<file path="src/rtl/msa_pkg.sv">
// msa_pkg: shared definitions for the multiplier-sharing arbiter.
//   MULT_W      operand width of the shared multiplier (fixed at 16)
//   IDLE/CALC/RESP  FSM state encoding used by mult_share_arbiter
package msa_pkg;

  localparam int MULT_W = 16;

  typedef logic [1:0] state_t;

  localparam logic [1:0] IDLE = 2'd0;
  localparam logic [1:0] CALC = 2'd1;
  localparam logic [1:0] RESP = 2'd2;

endpackage

</file>
<file path="src/rtl/WallaceTree16bit.sv">
// WallaceTree16bit: combinational unsigned 16x16 multiplier shared by the
// arbiter. The product expression lets the synthesis tool build its own
// compressor tree / DSP mapping.
//   A     in   16  operand A
//   B     in   16  operand B
//   prod  out  32  unsigned A*B
module WallaceTree16bit (
  input  logic [15:0] A,
  input  logic [15:0] B,
  output logic [31:0] prod
);

  assign prod = 32'(A) * 32'(B);

endmodule

</file>
<file path="src/rtl/rr_arbiter.sv">
// rr_arbiter: purely combinational round-robin grant selection.
//   req      in   NREQ  request vector
//   ptr      in   IDW   highest-priority index (owned by the parent)
//   en       in   1     grant enable; when low no grant is issued
//   gnt      out  NREQ  one-hot grant, or zero
//   gnt_idx  out  IDW   binary index of the grant (0 when no grant)
module rr_arbiter #(
  parameter int NREQ = 2,
  parameter int IDW  = 3
) (
  input  logic [NREQ-1:0] req,
  input  logic [IDW-1:0]  ptr,
  input  logic            en,
  output logic [NREQ-1:0] gnt,
  output logic [IDW-1:0]  gnt_idx
);

  // Scan offsets from farthest to nearest so the request closest to ptr
  // (searching upward with wrap) overwrites any earlier candidate.
  always_comb begin
    int idx;
    idx     = 0;
    gnt     = '0;
    gnt_idx = '0;
    if (en) begin
      for (int k = NREQ - 1; k >= 0; k--) begin
        idx = int'(ptr) + k;
        if (idx >= NREQ) idx = idx - NREQ;
        if (req[idx]) begin
          gnt      = '0;
          gnt[idx] = 1'b1;
          gnt_idx  = IDW'(idx);
        end
      end
    end
  end

endmodule

</file>
<file path="src/rtl/mult_share_arbiter.sv">
// mult_share_arbiter: shares one WallaceTree16bit among NREQ requesters.
// Round-robin grant in IDLE, one CALC cycle with registered operands, then
// RESP holds the tagged product until the consumer takes it.
//   clk, rst                 clock, synchronous active-high reset
//   req_valid/req_ready      per-requester handshake (ready one-hot or zero)
//   req_a/req_b              packed operands, slice i belongs to requester i
//   rsp_valid/rsp_ready      response handshake
//   rsp_id/rsp_prod          owning requester index and unsigned product
//   busy                     high whenever the FSM is not in IDLE
// Optional build macro MSA_PERF_CNT_EN adds cnt_clr (in) and grant_cnt
// (out, NREQ*16): one saturating accepted-request counter per requester.
// WIDTH must equal MULT_W because the multiplier is fixed at 16 bits.
module mult_share_arbiter
  import msa_pkg::*;
#(
  parameter int WIDTH = 16,
  parameter int NREQ  = 2,
  parameter int IDW   = 3
) (
  input  logic                  clk,
  input  logic                  rst,
  input  logic [NREQ-1:0]       req_valid,
  output logic [NREQ-1:0]       req_ready,
  input  logic [NREQ*WIDTH-1:0] req_a,
  input  logic [NREQ*WIDTH-1:0] req_b,
  output logic                  rsp_valid,
  input  logic                  rsp_ready,
  output logic [IDW-1:0]        rsp_id,
  output logic [2*WIDTH-1:0]    rsp_prod,
  output logic                  busy
`ifdef MSA_PERF_CNT_EN
  ,
  input  logic                  cnt_clr,
  output logic [NREQ*16-1:0]    grant_cnt
`endif
);

  state_t             state_reg;
  logic [IDW-1:0]     rr_ptr_reg;
  logic [WIDTH-1:0]   a_q, b_q;
  logic [IDW-1:0]     id_q;
  logic               rsp_valid_reg;
  logic [IDW-1:0]     rsp_id_reg;
  logic [2*WIDTH-1:0] rsp_prod_reg;

  logic               arb_en;
  logic [NREQ-1:0]    gnt;
  logic [IDW-1:0]     gnt_idx;
  logic               accept;
  logic [WIDTH-1:0]   a_sel, b_sel;
  logic [2*WIDTH-1:0] prod;

  // Gate with rst so no ready is ever advertised while reset is held.
  assign arb_en = (state_reg == IDLE) && !rst;

  rr_arbiter #(.NREQ(NREQ), .IDW(IDW)) u_arb (
    .req     (req_valid),
    .ptr     (rr_ptr_reg),
    .en      (arb_en),
    .gnt     (gnt),
    .gnt_idx (gnt_idx)
  );

  // gnt is only set where req_valid is set, so any grant is a transfer.
  assign req_ready = gnt;
  assign accept    = |gnt;
  assign a_sel     = req_a[gnt_idx*WIDTH +: WIDTH];
  assign b_sel     = req_b[gnt_idx*WIDTH +: WIDTH];

  WallaceTree16bit u_mult (
    .A    (a_q),
    .B    (b_q),
    .prod (prod)
  );

  always_ff @(posedge clk) begin
    if (rst) begin
      state_reg     <= IDLE;
      rr_ptr_reg    <= '0;
      a_q           <= '0;
      b_q           <= '0;
      id_q          <= '0;
      rsp_valid_reg <= 1'b0;
      rsp_id_reg    <= '0;
      rsp_prod_reg  <= '0;
    end else begin
      case (state_reg)
        IDLE: begin
          if (accept) begin
            a_q        <= a_sel;
            b_q        <= b_sel;
            id_q       <= gnt_idx;
            rr_ptr_reg <= (gnt_idx == IDW'(NREQ - 1)) ? '0 : gnt_idx + IDW'(1);
            state_reg  <= CALC;
          end
        end
        CALC: begin
          rsp_prod_reg  <= prod;
          rsp_id_reg    <= id_q;
          rsp_valid_reg <= 1'b1;
          state_reg     <= RESP;
        end
        RESP: begin
          if (rsp_ready) begin
            rsp_valid_reg <= 1'b0;
            state_reg     <= IDLE;
          end
        end
        default: state_reg <= IDLE;
      endcase
    end
  end

  assign rsp_valid = rsp_valid_reg;
  assign rsp_id    = rsp_id_reg;
  assign rsp_prod  = rsp_prod_reg;
  assign busy      = (state_reg != IDLE);

`ifdef MSA_PERF_CNT_EN
  // Clear wins over increment; counters stick at 0xFFFF.
  generate
    for (genvar gi = 0; gi < NREQ; gi++) begin : g_cnt
      logic [15:0] cnt_reg;
      always_ff @(posedge clk) begin
        if (rst || cnt_clr) begin
          cnt_reg <= '0;
        end else if (gnt[gi] && (cnt_reg != 16'hFFFF)) begin
          cnt_reg <= cnt_reg + 16'd1;
        end
      end
      assign grant_cnt[gi*16 +: 16] = cnt_reg;
    end
  endgenerate
`endif

endmodule

</file>
<file path="config.mk">
export PLATFORM = sky130hd
export DESIGN_NAME = mult_share_arbiter
export DESIGN_NICKNAME = d
export VERILOG_FILES = /design/src/rtl/msa_pkg.sv /design/src/rtl/WallaceTree16bit.sv /design/src/rtl/rr_arbiter.sv /design/src/rtl/mult_share_arbiter.sv
export SDC_FILE = /design/constraint.sdc
export NUM_CORES = 1
export LEC_CHECK = 0
export CAP_MARGIN = 20
export CORE_ASPECT_RATIO = 1.75
export CORE_MARGIN = 2
export CORE_UTILIZATION = 45
export DETAILED_ROUTE_END_ITERATION = 7
export GPL_TIMING_DRIVEN = 0
export MAX_ROUTING_LAYER = met4
export PLACE_DENSITY_LB_ADDON = 0.3
export SLEW_MARGIN = 20
export SYNTH_ARGS = -nofsm -noshare
export SYNTH_HDL_FRONTEND = slang
export SYNTH_HIERARCHICAL = 1
export SYNTH_SLANG_ARGS = --single-unit
</file>
<file path="constraint.sdc">
create_clock -name clk -period 5.9 [get_ports clk]
set_input_delay 1.18 -clock clk [delete_from_list [all_inputs] [get_ports clk]]
set_output_delay 1.18 -clock clk [all_outputs]
set_load 0.02 [all_outputs]
</file>
==> results.sh <==
export IMPL_wl_met2_um=20300
export IMPL_dr_wl_met3_um=2040
export IMPL_dieWidth_um=127
export IMPL_clk_latency_ns=0.37
export IMPL_p_seq_share_pct=27.4
export IMPL_clk_pin_slew_ns=0.07
export IMPL_finish_utilization_pct=57.7
export IMPL_setup_viol=0
export IMPL_powerDensity_mw_per_mm2=155
export IMPL_leakagePower_nw=7.06
export IMPL_drive_above_1_share_pct=16.0
export IMPL_reg2regPathDepth=22
export IMPL_wirelength_um=38600
export IMPL_arrival_ns=6.19
export IMPL_status="complete, no violations"
export IMPL_nets=1925
export IMPL_power_frac_clock_pct=26.2
export IMPL_yosys_register_bits=76
export IMPL_syn_area_per_cell_um2=8.67
export IMPL_grt_antenna_before_repair=0
export IMPL_maxSlewHeadroom_pct=52.7
export IMPL_slew_violations=0
export IMPL_die_h_um=220
export IMPL_crit_path_end_kind="register"
export IMPL_grt_pass1_wl_um=59600
export IMPL_synth_main_ff_cell="dfxtp_1"
export IMPL_drt_iter0_markers=626
export IMPL_ir_drop_v=0.000188
export IMPL_area_growth_pct=27.1
export IMPL_path_max_fanout=6
export IMPL_port_buffers=106
export IMPL_dr_pass1_iters=5
export IMPL_vias_per_cell=5.50
export IMPL_syn_inst=1383
export IMPL_setup_ws_ns=0.00506
export IMPL_wl_per_cell_um=20.5
export IMPL_yosysUniqueCellTypes=65
export IMPL_grt_pass1_vias=11023
export IMPL_dp_hpwl_um=29800
export IMPL_cts_buffers=9
export IMPL_clock_skew_ns=0.0182
export IMPL_hold_depth=2
export IMPL_timing_fmax_mhz=170
export IMPL_cts_buffer_depth=2
export IMPL_wl_met1_um=13600
export IMPL_place_ws_ns=-1.61
export IMPL_switching_power_w=0.000980
export IMPL_syn_area_mm2=0.0120
export IMPL_postSynthNetCount=1756
export IMPL_ys_warn_count=6
export IMPL_min_delay_path_class="reg2reg"
export IMPL_setup_tns_ns=0
export IMPL_cp_start_kind="register"
export IMPL_sw_frac_of_total_pct=41.4
export IMPL_vias=10339
export IMPL_grt_max_degree=17
export IMPL_rsz0062_at_grt="yes"
export IMPL_reg2reg_slack_ns=0.005
export IMPL_cts_max_level=3
export IMPL_core_area_mm2=0.0264
export IMPL_start_util_pct=45.4
export IMPL_min_period_ns=5.89
export IMPL_critPathKind="reg2reg"
export IMPL_n_antenna_cell=0
export IMPL_whs_ns=0.462
export IMPL_async_flop_share_pct=0
export IMPL_fp_row_count=79
export IMPL_required_ns=6.19
export IMPL_ant_nets=0
export IMPL_seq_area_frac_synth_pct=12.7
export IMPL_maxCapViolCount=0
export IMPL_finalHoldViolCount=0
export IMPL_intPower_w=0.00139
export IMPL_clock_sinks=76
export IMPL_cts_tree="yes"
export IMPL_die_area_mm2=0.0280
export IMPL_drc_errors=0
export IMPL_gp_congestion=0.988
export IMPL_grt_overflow=0
export IMPL_io_pins=108
export IMPL_largest_register_ff_count=32
export IMPL_top_layer="met4"
export IMPL_finalPower_w=0.00237
export IMPL_synth_edf_count=0
export IMPL_grt_total_usage_pct=28.9
export IMPL_fillers=2255
export IMPL_min_period_over_period_pct=99.9
export IMPL_worstMarginPinSlew_ns=0.709
export IMPL_power_frac_comb_pct=46.4
export IMPL_cts_root_buf="clkbuf_16"
==> worst max-delay path: stages, from the launching register on <==
cell,delay [ns]
dfxtp_4,0.39
buf_8,0.14
and2_4,0.13
fa_1,0.55
inv_2,0.05
fa_1,0.51
fa_2,0.58
inv_2,0.04
fa_2,0.45
fa_1,0.60
inv_2,0.05
fa_1,0.53
inv_2,0.05
ha_4,0.30
and3_4,0.22
nand3_4,0.09
nor3_4,0.23
buf_12,0.14
o21ai_4,0.08
a31o_4,0.24
a31oi_4,0.22
nand2_2,0.08
a21oi_2,0.11
==> cells in the mapped netlist, drive strengths merged, types with 15 or more instances <==
| master | instances | area share [%] |
|---|---|---|
| inv | 269 | 8.4 |
| nand2 | 227 | 7.1 |
| fa | 194 | 32 |
| and2 | 124 | 6.5 |
| ha | 110 | 11 |
| a21oi | 76 | 3.2 |
| dfxtp | 76 | 13 |
| clkbuf | 43 | 1.3 |
| mux2i | 33 | 2.8 |
| o32ai | 31 | 2.3 |
| buf | 24 | 1.4 |
| nor2 | 18 | 0.69 |
| xnor2 | 18 | 1.3 |
| o21ai | 17 | 0.71 |
| a21o | 15 | 0.94 |
==> kinds of logic after synthesis <==
| logic type | after synthesis | share of synthesized area (%) |
|---|---|---|
| adder cells (fa/ha/maj) | 304 | 43.9 |
| buffers and inverters | 336 | 11.2 |
| flip-flops | 76 | 12.7 |
| AND/OR/NAND/NOR | 414 | 16.6 |
| multiplexers | 35 | 2.94 |
| XOR/XNOR | 29 | 2.12 |
| AO/OA/AOI/OAI | 189 | 10.5 |
==> cell type report <==
type	count	area, µm²	area share (%)
buffer	61	699	4.59
clock buffer	9	225	1.48
clock inverter	7	87.6	0.575
inverter	269	1010	6.63
multi-input combinational	971	9590	63.0
sequential	76	1630	10.7
tap	324	405	2.66
timing repair buffer	164	1580	10.4
==> stage by stage <==
| step | cell area [µm²] | std cells |
|---|---|---|
| 2_1_floorplan | 12000 | 1383 |
| 4_1_cts | 14700 | 1856 |
| 3_5_place_dp | 13500 | 1813 |
| 3_3_place_gp | 13500 | 1813 |
| 6_report | 15200 | 1881 |
| 5_1_grt | 15200 | 1881 |
==> layout by cell type (no fill, tap or decap), types with 4 or more instances in the layout <==
master,instances
clkdlybuf4s50_1,106
a31oi_1,6
nand3_1,8
inv_1,259
clkbuf_16,19
buf_4,59
and2_4,10
inv_2,10
a21o_1,15
clkbuf_1,7
a21oi_2,5
xor2_1,11
o21ai_0,12
o21a_1,9
o21ai_1,4
a21oi_1,68
nand4_1,7
fa_1,185
mux2i_1,33
and2_1,114
fa_2,9
ha_1,96
nand2_1,224
nor2_1,15
buf_6,10
nand2b_1,5
buf_8,7
xnor2_1,18
ha_4,10
a211oi_1,4
buf_2,9
clkbuf_8,12
o32ai_1,31
inv_6,4
ha_2,4
dfxtp_4,29
dfxtp_1,45
==> timing repair <==
| action | in CTS | in global routing |
|---|---|---|
| gates resized for setup | 197 | 83 |
| setup endpoints to repair | 20 | 15 |
| hold buffers | 0 | 0 |
| pin swaps | 30 | 68 |
| setup buffers | 30 | 26 |
| gates cloned | 0 | 2 |
==> power by group through the flow <==
stage          clock network [W]  registers (W)  logic [W]
6_report                0.000619       0.000649    0.00110
5_1_grt                 0.000639       0.000654    0.00118
4_1_cts                 0.000618       0.000646    0.00100
3_5_place_dp                   0       0.000671   0.000827
3_3_place_gp                   0       0.000670   0.000814
2_1_floorplan                  0       0.000615   0.000542
==> path summary, 6_finish.rpt <==
kind | to | start
max reg2reg | rsp_prod[31] | b_q[4]
min reg2reg | rsp_id[0] | rsp_id[0]
max | rsp_prod[31] | b_q[4]
min | rsp_id[0] | rsp_id[0]
==> routing by layer <==
metal  global-route usage (%)  vias to the layer above
met5                        -                        -
li1                         -                     4681
met1                     30.8                     5097
met2                     51.7                      415
met3                     3.50                      146
met4                     15.7                        0
Note: power is estimated with default switching activity, not from simulation.
